[config.mk]
export PLATFORM = sky130hd
export DESIGN_NAME = seg_monitor_flat
export DESIGN_NICKNAME = d
export VERILOG_FILES = /design/src/rtl/seg_pkg.sv /design/src/rtl/seg_monitor_if.sv /design/src/rtl/seg_decode.sv /design/src/rtl/seg_monitor.sv /design/src/flat_wrapper.sv
export SDC_FILE = /design/constraint.sdc
export NUM_CORES = 1
export LEC_CHECK = 0
export ABC_AREA = 1
export CAP_MARGIN = 20
export CORE_MARGIN = 5
export CORE_UTILIZATION = 48
export DETAILED_ROUTE_END_ITERATION = 16
export HOLD_SLACK_MARGIN = 0.03
export PLACE_DENSITY_LB_ADDON = 0.05
export SETUP_SLACK_MARGIN = 0.5
export SLEW_MARGIN = 25
export SYNTH_ARGS = -nofsm -noshare
export SYNTH_HDL_FRONTEND = slang
export SYNTH_SLANG_ARGS = --single-unit
[constraint.sdc]
create_clock -name CLK -period 3.8 [get_ports CLK]
set_input_delay 0.76 -clock CLK [delete_from_list [all_inputs] [get_ports CLK]]
set_output_delay 0.76 -clock CLK [all_outputs]
set_load 0.01 [all_outputs]
[src/rtl/seg_pkg.sv]
// Shared seven-segment constants and monitor types.
// The digit patterns are the same ones used by the display encoders, so the
// monitor and the encoders can never disagree on what a digit looks like.
package seg_pkg;

  // Segment order is {a, b, c, d, e, f, g}; the decimal point is not part of
  // a pattern.
  localparam logic [6:0] SEG_BLANK = 7'b0000000;
  localparam logic [6:0] SEG_0     = 7'b1111110;
  localparam logic [6:0] SEG_1     = 7'b0110000;
  localparam logic [6:0] SEG_2     = 7'b1101101;
  localparam logic [6:0] SEG_3     = 7'b1111001;
  localparam logic [6:0] SEG_4     = 7'b0110011;
  localparam logic [6:0] SEG_5     = 7'b1011011;
  localparam logic [6:0] SEG_6     = 7'b1011111;
  localparam logic [6:0] SEG_7     = 7'b1110000;
  localparam logic [6:0] SEG_8     = 7'b1111111;
  localparam logic [6:0] SEG_9     = 7'b1111011;

  // Indexed by digit value.
  localparam logic [6:0] SEG_DIGITS [10] = '{
    SEG_0, SEG_1, SEG_2, SEG_3, SEG_4, SEG_5, SEG_6, SEG_7, SEG_8, SEG_9
  };

  // Limits applied to the requested counter modulus.
  localparam logic [3:0] MOD_MIN = 4'd2;
  localparam logic [3:0] MOD_MAX = 4'd10;

  typedef enum logic {
    ST_UNLOCKED = 1'b0,
    ST_LOCKED   = 1'b1
  } mon_state_t;

  // Effective modulus: the requested value forced into MOD_MIN..MOD_MAX.
  function automatic logic [3:0] clamp_mod(input logic [3:0] m);
    if (m < MOD_MIN) return MOD_MIN;
    if (m > MOD_MAX) return MOD_MAX;
    return m;
  endfunction

  // (d + 1) mod m, valid only for d < m, which the caller guarantees.
  function automatic logic [3:0] next_expected(input logic [3:0] d,
                                               input logic [3:0] m);
    logic [3:0] inc;
    inc = d + 4'd1;
    return (inc == m) ? 4'd0 : inc;
  endfunction

endpackage

[src/rtl/seg_monitor_if.sv]
// Signal bundle between a seven-segment counter under observation and the
// monitor. The master side drives the observed bus and controls; the slave
// side is the monitor.
interface seg_monitor_if;

  logic       EN;
  logic [7:0] SEG_IN;
  logic [3:0] MOD;
  logic       CLR_ERR;
  logic [3:0] DIGIT;
  logic       DVALID;
  logic       LOCK;
  logic       ERR_PAT;
  logic       ERR_SEQ;
  logic [7:0] ERR_CNT;

  modport master (
    output EN, SEG_IN, MOD, CLR_ERR,
    input  DIGIT, DVALID, LOCK, ERR_PAT, ERR_SEQ, ERR_CNT
  );

  modport slave (
    input  EN, SEG_IN, MOD, CLR_ERR,
    output DIGIT, DVALID, LOCK, ERR_PAT, ERR_SEQ, ERR_CNT
  );

endinterface

[src/rtl/seg_decode.sv]
// Combinational seven-segment decoder: classifies a pattern as a digit,
// blank, or illegal (neither).
module seg_decode
  import seg_pkg::*;
(
  input  logic [6:0] i_pat,
  output logic [3:0] o_digit,
  output logic       o_legal,
  output logic       o_blank
);

  // Search the shared digit table for the incoming pattern.
  always_comb begin
    // NOTE: every output gets a default before the search so no path leaves
    // a value unassigned, which would otherwise infer a latch.
    o_digit = 4'd0;
    o_legal = 1'b0;
    for (int i = 0; i < 10; i++) begin
      if (i_pat == SEG_DIGITS[i]) begin
        o_digit = 4'(i);
        o_legal = 1'b1;
      end
    end
  end

  assign o_blank = (i_pat == SEG_BLANK);

endmodule

[src/rtl/seg_monitor.sv]
// Seven-segment counter monitor. Debounces the observed segment bus, decodes
// each newly accepted pattern and checks that digits follow a mod-M count.
module seg_monitor
  import seg_pkg::*;
#(
  parameter int unsigned STABLE_CYC = 3  // 1..15 identical samples to accept
)(
  input  logic         CLK,
  input  logic         RST,
  seg_monitor_if.slave bus
);

  localparam logic [3:0] STABLE_TARGET = 4'(STABLE_CYC);

  logic [6:0] r_sample;
  logic [3:0] r_stab_cnt;
  logic [6:0] r_last;

  mon_state_t r_state,    w_state_nxt;
  logic [3:0] r_expected, w_expected_nxt;
  logic [3:0] r_digit,    w_digit_nxt;
  logic       r_dvalid,   w_dvalid_nxt;
  logic       r_err_pat,  w_err_pat_nxt;
  logic       r_err_seq,  w_err_seq_nxt;
  logic [7:0] r_err_cnt,  w_err_cnt_nxt;

  logic       w_accept;
  logic       w_new_pat;
  logic       w_new_seq;
  logic [3:0] w_mod_eff;
  logic [3:0] w_dec_digit;
  logic       w_dec_legal;
  logic       w_dec_blank;
  logic       w_dp_unused;

  // The decimal point never takes part in decoding or debouncing.
  assign w_dp_unused = bus.SEG_IN[0];

  seg_decode u_decode (
    .i_pat   (r_sample),
    .o_digit (w_dec_digit),
    .o_legal (w_dec_legal),
    .o_blank (w_dec_blank)
  );

  // Sample the bus every cycle and count how long the sample has been steady.
  always_ff @(posedge CLK or posedge RST) begin
    // NOTE: registers use non-blocking assignments so every flop in the
    // design updates from the same pre-edge values.
    if (RST) begin
      r_sample   <= SEG_BLANK;
      r_stab_cnt <= '0;
    end else begin
      r_sample <= bus.SEG_IN[7:1];
      if (!bus.EN) begin
        r_stab_cnt <= '0;
      end else if (bus.SEG_IN[7:1] != r_sample) begin
        r_stab_cnt <= 4'd1;
      end else if (r_stab_cnt != STABLE_TARGET) begin
        r_stab_cnt <= r_stab_cnt + 4'd1;
      end
    end
  end

  // A pattern held for the full stability window that is not the one already
  // accepted is acted on at this edge; a pattern abandoned early never
  // reaches the target count.
  assign w_accept  = bus.EN && (r_stab_cnt == STABLE_TARGET) && (r_sample != r_last);
  assign w_mod_eff = clamp_mod(bus.MOD);

  // Sequence tracker: next state, expected digit and displayed digit.
  always_comb begin
    w_state_nxt    = r_state;
    w_expected_nxt = r_expected;
    w_digit_nxt    = r_digit;
    w_dvalid_nxt   = 1'b0;
    w_new_pat      = 1'b0;
    w_new_seq      = 1'b0;
    if (w_accept) begin
      if (w_dec_blank) begin
        w_state_nxt = ST_UNLOCKED;
      end else if (!w_dec_legal) begin
        w_new_pat   = 1'b1;
        w_state_nxt = ST_UNLOCKED;
      end else begin
        w_digit_nxt  = w_dec_digit;
        w_dvalid_nxt = 1'b1;
        if (w_dec_digit >= w_mod_eff) begin
          w_new_seq   = 1'b1;
          w_state_nxt = ST_UNLOCKED;
        end else begin
          // Unlocked: the first in-range digit seeds the sequence unchecked.
          if ((r_state == ST_LOCKED) && (w_dec_digit != r_expected)) begin
            w_new_seq = 1'b1;
          end
          w_expected_nxt = next_expected(w_dec_digit, w_mod_eff);
          w_state_nxt    = ST_LOCKED;
        end
      end
    end
  end

  // Error bookkeeping: a clear wipes old errors, but an error arriving on the
  // same edge still registers as the first one after the clear. The clear is
  // honoured even while the monitor is disabled.
  always_comb begin
    w_err_pat_nxt = r_err_pat | w_new_pat;
    w_err_seq_nxt = r_err_seq | w_new_seq;
    w_err_cnt_nxt = r_err_cnt;
    if (bus.CLR_ERR) begin
      w_err_pat_nxt = w_new_pat;
      w_err_seq_nxt = w_new_seq;
      w_err_cnt_nxt = (w_new_pat || w_new_seq) ? 8'd1 : 8'd0;
    end else if ((w_new_pat || w_new_seq) && (r_err_cnt != 8'hFF)) begin
      w_err_cnt_nxt = r_err_cnt + 8'd1;
    end
  end

  // FSM state register together with the tracked digit state.
  always_ff @(posedge CLK or posedge RST) begin
    if (RST) begin
      r_state    <= ST_UNLOCKED;
      r_expected <= '0;
      r_digit    <= '0;
      r_dvalid   <= 1'b0;
      r_last     <= SEG_BLANK;
    end else begin
      r_state    <= w_state_nxt;
      r_expected <= w_expected_nxt;
      r_digit    <= w_digit_nxt;
      r_dvalid   <= w_dvalid_nxt;
      if (w_accept) begin
        r_last <= r_sample;
      end
    end
  end

  // Error flag and counter registers.
  always_ff @(posedge CLK or posedge RST) begin
    if (RST) begin
      r_err_pat <= 1'b0;
      r_err_seq <= 1'b0;
      r_err_cnt <= '0;
    end else begin
      r_err_pat <= w_err_pat_nxt;
      r_err_seq <= w_err_seq_nxt;
      r_err_cnt <= w_err_cnt_nxt;
    end
  end

  assign bus.DIGIT   = r_digit;
  assign bus.DVALID  = r_dvalid;
  assign bus.LOCK    = (r_state == ST_LOCKED);
  assign bus.ERR_PAT = r_err_pat;
  assign bus.ERR_SEQ = r_err_seq;
  assign bus.ERR_CNT = r_err_cnt;

endmodule

[src/flat_wrapper.sv]
// flat-port wrapper written by rule: the top's interface ports become plain ports
module seg_monitor_flat import seg_pkg::*;
#(
  parameter int unsigned STABLE_CYC = 3                                      
)
  (CLK, RST, bus_EN, bus_SEG_IN, bus_MOD, bus_CLR_ERR, bus_DIGIT, bus_DVALID, bus_LOCK, bus_ERR_PAT, bus_ERR_SEQ, bus_ERR_CNT);
  seg_monitor_if bus_i ();
  input  logic CLK;
  input  logic RST;
  input wire logic [$bits(bus_i.EN)-1:0] bus_EN;
  input wire logic [$bits(bus_i.SEG_IN)-1:0] bus_SEG_IN;
  input wire logic [$bits(bus_i.MOD)-1:0] bus_MOD;
  input wire logic [$bits(bus_i.CLR_ERR)-1:0] bus_CLR_ERR;
  output wire logic [$bits(bus_i.DIGIT)-1:0] bus_DIGIT;
  output wire logic [$bits(bus_i.DVALID)-1:0] bus_DVALID;
  output wire logic [$bits(bus_i.LOCK)-1:0] bus_LOCK;
  output wire logic [$bits(bus_i.ERR_PAT)-1:0] bus_ERR_PAT;
  output wire logic [$bits(bus_i.ERR_SEQ)-1:0] bus_ERR_SEQ;
  output wire logic [$bits(bus_i.ERR_CNT)-1:0] bus_ERR_CNT;
  assign bus_i.EN = bus_EN;
  assign bus_i.SEG_IN = bus_SEG_IN;
  assign bus_i.MOD = bus_MOD;
  assign bus_i.CLR_ERR = bus_CLR_ERR;
  assign bus_DIGIT = bus_i.DIGIT;
  assign bus_DVALID = bus_i.DVALID;
  assign bus_LOCK = bus_i.LOCK;
  assign bus_ERR_PAT = bus_i.ERR_PAT;
  assign bus_ERR_SEQ = bus_i.ERR_SEQ;
  assign bus_ERR_CNT = bus_i.ERR_CNT;
  seg_monitor #(.STABLE_CYC(STABLE_CYC)) u_core (.CLK(CLK), .RST(RST), .bus(bus_i));
endmodule
## Yosys cells after proc, flatten, opt, wreduce, memory -nomap -nowiden

Cells that the tools add are included.

| storage, ports and cells | value |
|---|---|
| flip-flop bits (word level) | 38 |
| input bits | 16 |
| output and inout port bits | 16 |
| word-level logic and storage cells | 96 |

| cells by class | value |
|---|---|
| $add $sub $neg | 3 |
| magnitude comparators | 3 |
| equality and inequality tests | 18 |
| mux-type cells | 49 |
| bitwise logic cells | 4 |
| reductions and logical operators | 9 |

Operator list:

| kind | count |
|---|---|
| 2-to-1 mux 4 bit | 16 |
| == test 7 bit, second input constant | 8 |
| 2-to-1 mux 1 bit | 31 |
| 2-to-1 mux 8 bit | 2 |
| == test 7 x 6 -> 1 bit, second input constant | 2 |
| != test 7 bit | 2 |
| adder 4 x 1 -> 4 bit, second input constant | 2 |
| adder 8 x 1 -> 8 bit, second input constant | 1 |
| != test 8 bit, second input constant | 1 |
| zero test 7 bit | 1 |
| == test 4 x 2 -> 1 bit, second input constant | 1 |
| == test 4 bit | 1 |
| greater-or-equal comparator 4 bit | 1 |
| > comparator 4 bit, second input constant | 1 |
| logical AND 1 bit | 4 |
| less-than comparator 4 x 2 -> 1 bit, second input constant | 1 |
| != test 4 x 2 -> 1 bit, second input constant | 1 |
| != test 4 bit | 1 |
| AND reduction 4 bit | 1 |
| != test 3 x 1 -> 1 bit, second input constant | 1 |
| AND reduction 3 bit | 1 |
| inverter 1 bit | 2 |
| bitwise OR 1 bit | 2 |
| nonzero test 2 bit | 1 |
| logical OR 1 bit | 1 |

## Longest topological paths before layout

Gate-level depths: netlist (run 1).

| logic depth | value |
|---|---|
| depth after elaboration | 21 |
| mapped depth | 20 |
| depth with buffers taken out | 19 |

## Cells and area by module

From an unflattened synthesis (run 1), not the netlist that was laid out.

| second synthesis, totals | value |
|---|---|
| cells, all modules | 316 |
| area, all modules | 2,333.5 um^2 |

Modules (own cells, without submodules):

| module | times used | cells each | area an instance (um^2) | seq. area each (um^2) |
|---|---|---|---|---|
| seg_monitor | 1 | 268 | 2,105.8 | 950.9 |
| seg_decode | 1 | 48 | 227.7 | 0.0 |

## Worst setup path after synthesis (run 1)

No wires, ideal clock.

| path | value |
|---|---|
| kind | input-to-reg |
| start | input bus_MOD[3] |
| end | register u_core.r_err_cnt[5] (netlist: u_core.bus.ERR_CNT[5]) |
| library setup time | 0.117 ns |
| arrival | 2.276 ns |
| data required time | 3.683 ns |
| path slack | 1.407 ns |
| stages on the path | 17 |
| path buffers | 0 |
| cell sequence | nor3_1 inv_1 nand2_1 inv_1 ha_1 inv_1 nor2_1 o21ai_0 nand2_1 a31oi_1 nand2_1 nand2_2 nand2_4 nand2_8 nand2_4 nand2_1 nand2_1 |

| on the way | value |
|---|---|
| cells in the longest elaborated chain, start to end | 13 |
| elaborated cells between the ends (all ways) | 16 |
| those cells by class | 3 x order compare; 10 x mux; 3 x reduce/logical |

RTL lines:

| what | RTL line | text |
|---|---|---|
| start, declared | flat_wrapper.sv:12 | `input wire logic [$bits(bus_i.MOD)-1:0] bus_MOD;` |
| > comparator 4 bit | seg_pkg.sv:37 | `if (m > MOD_MAX) return MOD_MAX;` |
| 2-to-1 mux 1 bit (2 in series) | seg_pkg.sv:37 |  |
| 2-to-1 mux 4 bit | seg_pkg.sv:38 | `return m;` |
| 2-to-1 mux 4 bit * | seg_pkg.sv:37 |  |
| greater-or-equal comparator 4 bit * | seg_monitor.sv:88 | `if (w_dec_digit >= w_mod_eff) begin` |
| 2-to-1 mux 1 bit * | seg_monitor.sv:88 |  |
| 2-to-1 mux 1 bit * | seg_monitor.sv:82 | `end else if (!w_dec_legal) begin` |
| 2-to-1 mux 1 bit * | seg_monitor.sv:80 | `if (w_dec_blank) begin` |
| 2-to-1 mux 1 bit * | seg_monitor.sv:79 | `if (w_accept) begin` |
| logical OR 1 bit * | seg_monitor.sv:114 | `end else if ((w_new_pat \|\| w_new_seq) && (r_err_cnt != 8'hFF)) begin` |
| logical AND 1 bit * | seg_monitor.sv:114 |  |
| nonzero test 2 bit (no line) * | - |  |
| end signal, assigned | seg_monitor.sv:147 | `r_err_cnt <= w_err_cnt_nxt;` |
| end, declared | seg_monitor.sv:25 | `logic [7:0] r_err_cnt, w_err_cnt_nxt;` |

Every way passes the cells marked *; elsewhere a longest branch is shown, timed or not. The select of a mux whose other input is x is not followed.
A chain may end at the register's enable or synchronous reset.

## Worst setup path after layout (run 1)

| path | value |
|---|---|
| start | input bus_MOD[3] |
| end | register u_core.r_expected[3] |

| on the way | value |
|---|---|
| cells in the longest elaborated chain, start to end | 8 |
| elaborated cells between the ends (all ways) | 13 |
| those cells by class | 3 x order compare; 1 x eq/ne; 7 x mux; 1 x bitwise; 1 x reduce/logical |

RTL lines:

| what | RTL line | text |
|---|---|---|
| > comparator 4 bit | seg_pkg.sv:37 |  |
| 2-to-1 mux 1 bit (2 in series) | seg_pkg.sv:37 |  |
| 2-to-1 mux 4 bit | seg_pkg.sv:38 |  |
| 2-to-1 mux 4 bit * | seg_pkg.sv:37 |  |
| greater-or-equal comparator 4 bit | seg_monitor.sv:88 |  |
| inverter 1 bit (no line) | - |  |
| AND reduction 4 bit (no line) | - |  |
| end signal, assigned | seg_monitor.sv:129 | `r_expected <= w_expected_nxt;` |
| end, declared | seg_monitor.sv:20 | `logic [3:0] r_expected, w_expected_nxt;` |

Marked as above.

==> summary.md, run 1 <==
| Metric | Value |
|---|---|
| Min Hold Slack | between 0.4 and 0.5 ns |
| Synth Register Bits | 38 |
| Total gr overflow | 0 |
| Relative slew slack | a little under half |
| R2R setup slack | between 1 and 1.5 ns |
| Post-CTS Repair Setup Buffers | 0 |
| Synth Net Count | around 320 |
| Pin slew with the least headroom to its limit | 0.824 ns |
| Crit Path Class | input port to flop |
| Post-Syn Instances | just under 300 |
| Vias per inst | around 5.0 |
| Critical Path Start Type | input port |
| Worst Path Required | 4.01 ns |
| Peak Freq | about 0.35 GHz |
| Final net count | around 350 |
| Routed Antenna Nets | 0 |
| RSZ-0062 raised after global routing | false |
| Total vias in the final route | 1,878 |
| Post-CTS sizing | 0 |
| Cell Rows | 25 |
| Final Skew | ~0.007 ns |
| Maximum capacitance violations | 0 |
| HP Class | flop to flop |
| Global-route wire length before repair | 8160 um |
| Routability Congestion | 0.843 |
| Leading area contributor after synthesis | dfrtp_1 |
| Layout cells sized above 1 | 10.5% |
| Synth unique cells | 29 |
| Clock slew seen by the registers of the worst setup and hold paths | around 0.080 ns |
| Largest net degree at the start of global routing | 22 |
| Worst-path fanout max | 6 |
| CTS buffer count | 5 |
| P_leak | approximately 1.4 nW |
| GR Util All Layers | around 16% |
| Max Buffers Root-to-Sink | 2 |
| Status | completed |
| Die W | 79.1 um |
| N_diodes | 0 |
| Setup tns final | 0 ns |
| VDD IR max | around 0.00019 V |
| Ys Warns | 0 |
| Full die area | 6260 um2 |
| Core area | approximately 4700 um2 |
| Vias in the first global route | about 1,800 |
| H-tree Lvls | 2 |
| Placed cell area | around 2600 um2 |
| Final hold vios | 0 |
| Later-pin clock latency in the skew report | between 0.2 and 0.3 ns |
| Initial core utilization | approximately 50% |
| Ports | 32 |
| Router iterations before antenna repair | 4 |
| WL/cell | ~12 um |
| Starting DRT DRC Count | between 60 and 70 |
| Initial antenna violation count | 0 |
| Endpoints failing setup | 0 |
| Slew Limit Fails | 0 |
| Synth Cell Area | ~2300 um2 |
| Routed Wire Length | approximately 4600 um |
| Filler Cell Count | 428 |
| Post-route minimum period | around 2.8 ns |
| CTS tree | yes |
| Root Driver | clkbuf_8 |
| CTS Hold Bufs | 0 |
| Sequential area share after synthesis | 41.5% |
| Mean Syn Cell Area | ~7.8 um2 |
| Synth top area cells | dfrtp_1 41%, nand2_1 12%, xor2_1 5.7% |
| Final instance area | about 2800 um2 |
| Crit share post-route | approximately three quarters |
| Most used flip-flop cell after synthesis | dfrtp_1 |
| Async set-or-reset flop fraction in the synthesized netlist | 100% |
| CP Capture Type | flop |
| Post-synth EDFFs | 0 |
| TritonCTS Sinks | 38 |
| Final WS setup | 0.960 ns |
| IO Port Bufs | 30 |
| Post-synth top area share | 41.5% |
| Setup WS pre-CTS | 0.641 ns |
| Dpl hpwl | approximately 3500 um |
| Pwr dens | 334 nW/um2 |
| Detailed-route DRC error count | 0 |
| Area Growth Syn to Fin | 20.9% |
| Arrival time worst endpoint | between 3 and 4 ns |
| Die height | around 79 um |
## registers in the layout, indices dropped and copies added, names as in the netlist
signal              flops
u_core.bus.LOCK         1
u_core.r_stab_cnt       4
u_core.bus.DVALID       1
u_core.r_expected       4
u_core.r_sample         7
u_core.bus.DIGIT        4
u_core.bus.ERR_CNT      8
u_core.bus.ERR_PAT      1
u_core.r_last           7
u_core.bus.ERR_SEQ      1
## stage by stage
stage | total power (W) | std cells | util [%]
2_1_floorplan | 0.000487 | 293 | -
3_3_place_gp | 0.000518 | 371 | 56.2
3_5_place_dp | 0.000519 | 371 | 56.2
4_1_cts | 0.000941 | 379 | 59.1
5_1_grt | 0.000969 | 379 | 59.1
6_report | 0.000925 | 379 | 59.1
## kinds of logic (layout without fill, tap and decap cells)
family                     count (synthesis)  in the layout  synth area share, %
DFF                                       38             38                 41.5
xor gates and xnor gates                  22             22                 8.40
buffers and inverters                     38             70                 6.71
AOI/OAI and AO/OA                         22             22                 5.56
and+or+nand+nor                          166            166                 34.0
adders and majority gates                  7              7                 3.82
## routing by layer
| metal | vias to the layer above | global-route usage [%] | wire length (um) |
|---|---|---|---|
| met3 | 4 | 3.85 | 197 |
| met4 | 0 | 4.64 | 36 |
| met2 | 32 | 25.3 | 2100 |
| met5 | - | 0 | 0 |
| li1 | 1001 | - | - |
| met1 | 841 | 22.6 | 2270 |
## synth_stat cells, types with 6 or more instances
master	n
ha_1	7
nand3_1	24
xnor2_1	7
nor2_2	6
o21ai_0	10
nor3_1	11
inv_1	26
nor2_1	30
nand2_1	74
xor2_1	15
dfrtp_1	38
## cell type report
class / instances / area, um2 / area share (%)
Clock inverter: 3 / 68.8 / 2.48
Inverter: 30 / 113 / 4.06
Timing Repair Buffer: 32 / 315 / 11.4
Multi-Input combinational cell: 217 / 1190 / 42.9
Tap cell: 54 / 67.6 / 2.44
Sequential cell: 38 / 951 / 34.3
Clock buffer: 5 / 68.8 / 2.48
## report_power, final
part	total (W)	internal [W]	switching (W)
Sequential	0.000424	0.000412	0.0000126
Clock	0.000415	0.000263	0.000152
Combinational	0.0000860	0.0000382	0.0000477
Total	0.000925	0.000713	0.000212
## worst max-delay path, stage by stage
cell and delay, ns:
clkdlybuf4s50_1 0.48, inv_1 0.09, nor2_1 0.14, nor2_1 0.05, nand2_1 0.08, inv_1 0.06, ha_1 0.29, inv_1 0.06
nor2_1 0.03, o21ai_0 0.14, nand2_1 0.06, a31oi_1 0.21, inv_1 0.10, nor2_2 0.24, nand2_1 0.14, o22ai_1 0.13
## cell usage in the layout (no fill, tap or decap), types with 3 or more instances in the layout
| cell type | n |
|---|---|
| nand3_1 | 24 |
| o22ai_1 | 4 |
| nor3_1 | 11 |
| dfrtp_1 | 38 |
| nand2_2 | 4 |
| nor2_1 | 30 |
| ha_1 | 7 |
| xnor2_1 | 7 |
| clkbuf_8 | 5 |
| nand4_1 | 3 |
| a31oi_1 | 4 |
| nand3_2 | 3 |
| nand2_1 | 74 |
| xor2_1 | 15 |
| a21oi_1 | 3 |
| nor2_2 | 6 |
| inv_1 | 26 |
| clkdlybuf4s50_1 | 30 |
| o21ai_0 | 10 |
| inv_2 | 4 |
## worst paths after layout
path                       depth (start not counted)               endpoint                start
max                                               16   u_core.r_expected[3]           bus_MOD[3]
min                                                2    u_core.bus.DIGIT[0]  u_core.bus.DIGIT[0]
max reg2reg                                       16   u_core.r_expected[3]   u_core.r_sample[2]
min reg2reg                                        2    u_core.bus.DIGIT[0]  u_core.bus.DIGIT[0]
max in group asynchronous                          3       u_core.r_last[3]                  RST
min in group asynchronous                          2  u_core.bus.ERR_CNT[4]                  RST
No activity file was read; power rests on OpenSTA's default activity.
==> inputs of run 2 (changes only) <==
Clock period 3.8 ns to 2.9 ns, I/O delays scaled along.
==> run 2 against run 1 <==
  * Sequential power increased by 32%
  * Worst setup slack worse by 0.51 ns
  * Via count increased by 15%
  * Critical endpoint is now u_core.bus.ERR_CNT[2]
  * Core utilization rose by 10 points
  * First-iteration DRC count increased by 46%
  * Highest routed layer unchanged
  * Clock skew about the same
  * Cell area up 17%
  * Combinational power rose by 110%
==> summary.md, run 2 (synthesis results as in run 1) <==
| Metric | Value |
|---|---|
| Status | completed |
| Total vias in the final route | 2,158 (+15%) |
| WL/cell | 13.5 um (+11%) |
| Initial core utilization | 48.9% (unchanged) |
| GR Util All Layers | 17.8% (+1.5 points) |
| Commonest non-fill, non-tap cells in the layout | 56 x nand2_1, 36 x buf_4, 31 x dfrtp_1 |
| Pin slew with the least headroom to its limit | 0.480 ns (-0.344 ns) |
| Final instance area | 3250 um2 (+17%) |
| Non-Filler Instances | 416 (+9.8%) |
| P_leak | 1.53 nW (+12%) |
| Initial antenna violation count | 0 (unchanged) |
| N_diodes | 0 (unchanged) |
| Final Skew | 0.00672 ns (-0.000130 ns) |
| Routed Antenna Nets | 0 (unchanged) |
| Placed cell area | 2690 um2 (+2.0%) |
| Full die area | 6260 um2 (unchanged) |
| VDD IR max | 0.000206 V (+9.7%) |
| Dpl hpwl | 3530 um (+0.10%) |
| Worst Path Required | 3.08 ns (-0.93 ns) |
| Ports | 32 (unchanged) |
| CTS buffer count | 5 (unchanged) |
| Setup WS pre-CTS | -0.0658 ns (-0.707 ns) |
| CTS tree | yes |
| Total gr overflow | 0 (unchanged) |
| Final net count | 385 (+11%) |
| Die W | 79.1 um (unchanged) |
| Final WS setup | 0.455 ns (-0.506 ns) |
| Placed cell count | 378 (+1.9%) |
| CP Capture Type | flop |
| Pwr dens | 331 nW/um2 (-0.86%) |
| Die height | 79.1 um (unchanged) |
| Later-pin clock latency in the skew report | 0.29 ns (about the same) |
| Worst-path fanout max | 7 (+1) |
| Critical Path Start Type | flop |
| Layout cells sized above 1 | 33.4% (+23 points) |
| HP Class | flop to flop |
| Crit Path Class | flop to flop |
| Largest net degree at the start of global routing | 39 (+77%) |
| Detailed-route DRC error count | 0 (unchanged) |
| Arrival time worst endpoint | 2.63 ns (-0.42 ns) |
| Starting DRT DRC Count | 92 (+46%) |
| RSZ-0062 raised after global routing | true |
| Largest register FFs | 8 (unchanged) |
| Leading cell type in the layout, fill and taps excluded | nand2_1 |
| Core area | 4690 um2 (unchanged) |
| Global-route wire length before repair | 8800 um (+7.9%) |
| Root Driver | clkbuf_8 |
| Routability Congestion | 0.821 (-2.6%) |
| Post-route minimum period | roughly 2.4 ns |
| TritonCTS Sinks | 38 (unchanged) |
| Endpoints failing setup | 0 (unchanged) |
| Router iterations before antenna repair | 4 (unchanged) |
| Vias per inst | 5.19 (+4.7%) |
| Routed Wire Length | 5630 um (+22%) |
| Area Growth Syn to Fin | 41.7% |
| Filler Cell Count | 377 (-12%) |
| Cell Rows | 25 (unchanged) |
| H-tree Lvls | 2 (unchanged) |
| Peak Freq | around 0.41 GHz |
| Final hold vios | 0 (unchanged) |
| IO Port Bufs | 30 (unchanged) |
| Vias in the first global route | 1,959 (+7.7%) |
| Max Buffers Root-to-Sink | 2 (unchanged) |
| Maximum capacitance violations | 0 (unchanged) |
| Slew Limit Fails | 0 (unchanged) |
| Clock slew seen by the registers of the worst setup and hold paths | 0.07 ns (about the same) |
| Relative slew slack | 68.0% (+23 points) |
| Crit share post-route | 84.3% |
run 2: critical path, cell delays in order, from the launching register on:
cell and delay [ns]:
dfrtp_2 0.45, nor2_2 0.19, nand2_2 0.12, nor2_4 0.15, nor2_4 0.08, nand2_2 0.11
ha_4 0.21, nand2_2 0.06, inv_2 0.05, o21ai_1 0.07, nand2_1 0.10, a31oi_4 0.17
nand2_1 0.09, nand2_2 0.09, nand2_4 0.09, nand2_8 0.10, nand2_8 0.08, nand2_2 0.08
nand2_2 0.04
run 2: cell type report:
| class | count | area, um2 | area share, % |
|---|---|---|---|
| inverters | 30 | 118 | 3.62 |
| multi-input cells | 218 | 1420 | 43.6 |
| clock inverters | 2 | 10.0 | 0.308 |
| flip-flops and latches | 38 | 960 | 29.5 |
| repair buffers | 69 | 608 | 18.7 |
| clock buffers | 5 | 68.8 | 2.12 |
| well taps | 54 | 67.6 | 2.08 |
run 2: layer usage:
metal  global-route usage [%]  vias to the layer above  part of all wire [%]
met4                     6.70                        0                   2.4
met1                     21.8                     1009                    44
li1                         -                     1076                     -
met2                     29.7                       58                    50
met5                        0                        -                     0
met3                     4.76                       15                   4.2
run 2: timing repair:
item	4_1_cts	5_1_grt
hold buffers	0	0
setup buffers	22	8
resized for setup	28	46
setup endpoints to repair	13	13
pin swaps	13	26
gates cloned	1	0
run 2: through the flow:
stage | utilization (%) | power, W | hold WS (ns) | TNS, ns
floorplan | - | 0.000639 | 0.463 | 0
global placement | 57.3 | 0.000684 | 0.479 | -0.101
detailed placement | 57.3 | 0.000686 | 0.480 | -0.513
CTS | 64.2 | 0.00106 | 0.498 | 0
global route | 69.3 | 0.00114 | 0.537 | 0
finish | 69.3 | 0.00108 | 0.496 | 0
run 2: power breakdown:
part | internal, W | switching (W) | total (W) | leakage [nW]
combinational | 0.0000859 | 0.0000907 | 0.000177 | 0.999
sequential | 0.000541 | 0.0000171 | 0.000558 | 0.483
clock | 0.000161 | 0.000180 | 0.000341 | 0.0438
total | 0.000788 | 0.000288 | 0.00108 | 1.53
run 2: path summary, 6_finish.rpt:
path | from | cells past startpoint | end | slack, ns
min | u_core.bus.ERR_SEQ | 2 | u_core.bus.ERR_SEQ | 0.50
min in group asynchronous | RST | 3 | u_core.r_stab_cnt[2] | 0.72
max | u_core.r_sample[0] | 18 | u_core.bus.ERR_CNT[2] | 0.45
max in group asynchronous | RST | 3 | u_core.r_sample[6] | 1.83
max reg2reg | u_core.r_sample[0] | 18 | u_core.bus.ERR_CNT[2] | 0.45
min reg2reg | u_core.bus.ERR_SEQ | 2 | u_core.bus.ERR_SEQ | 0.50
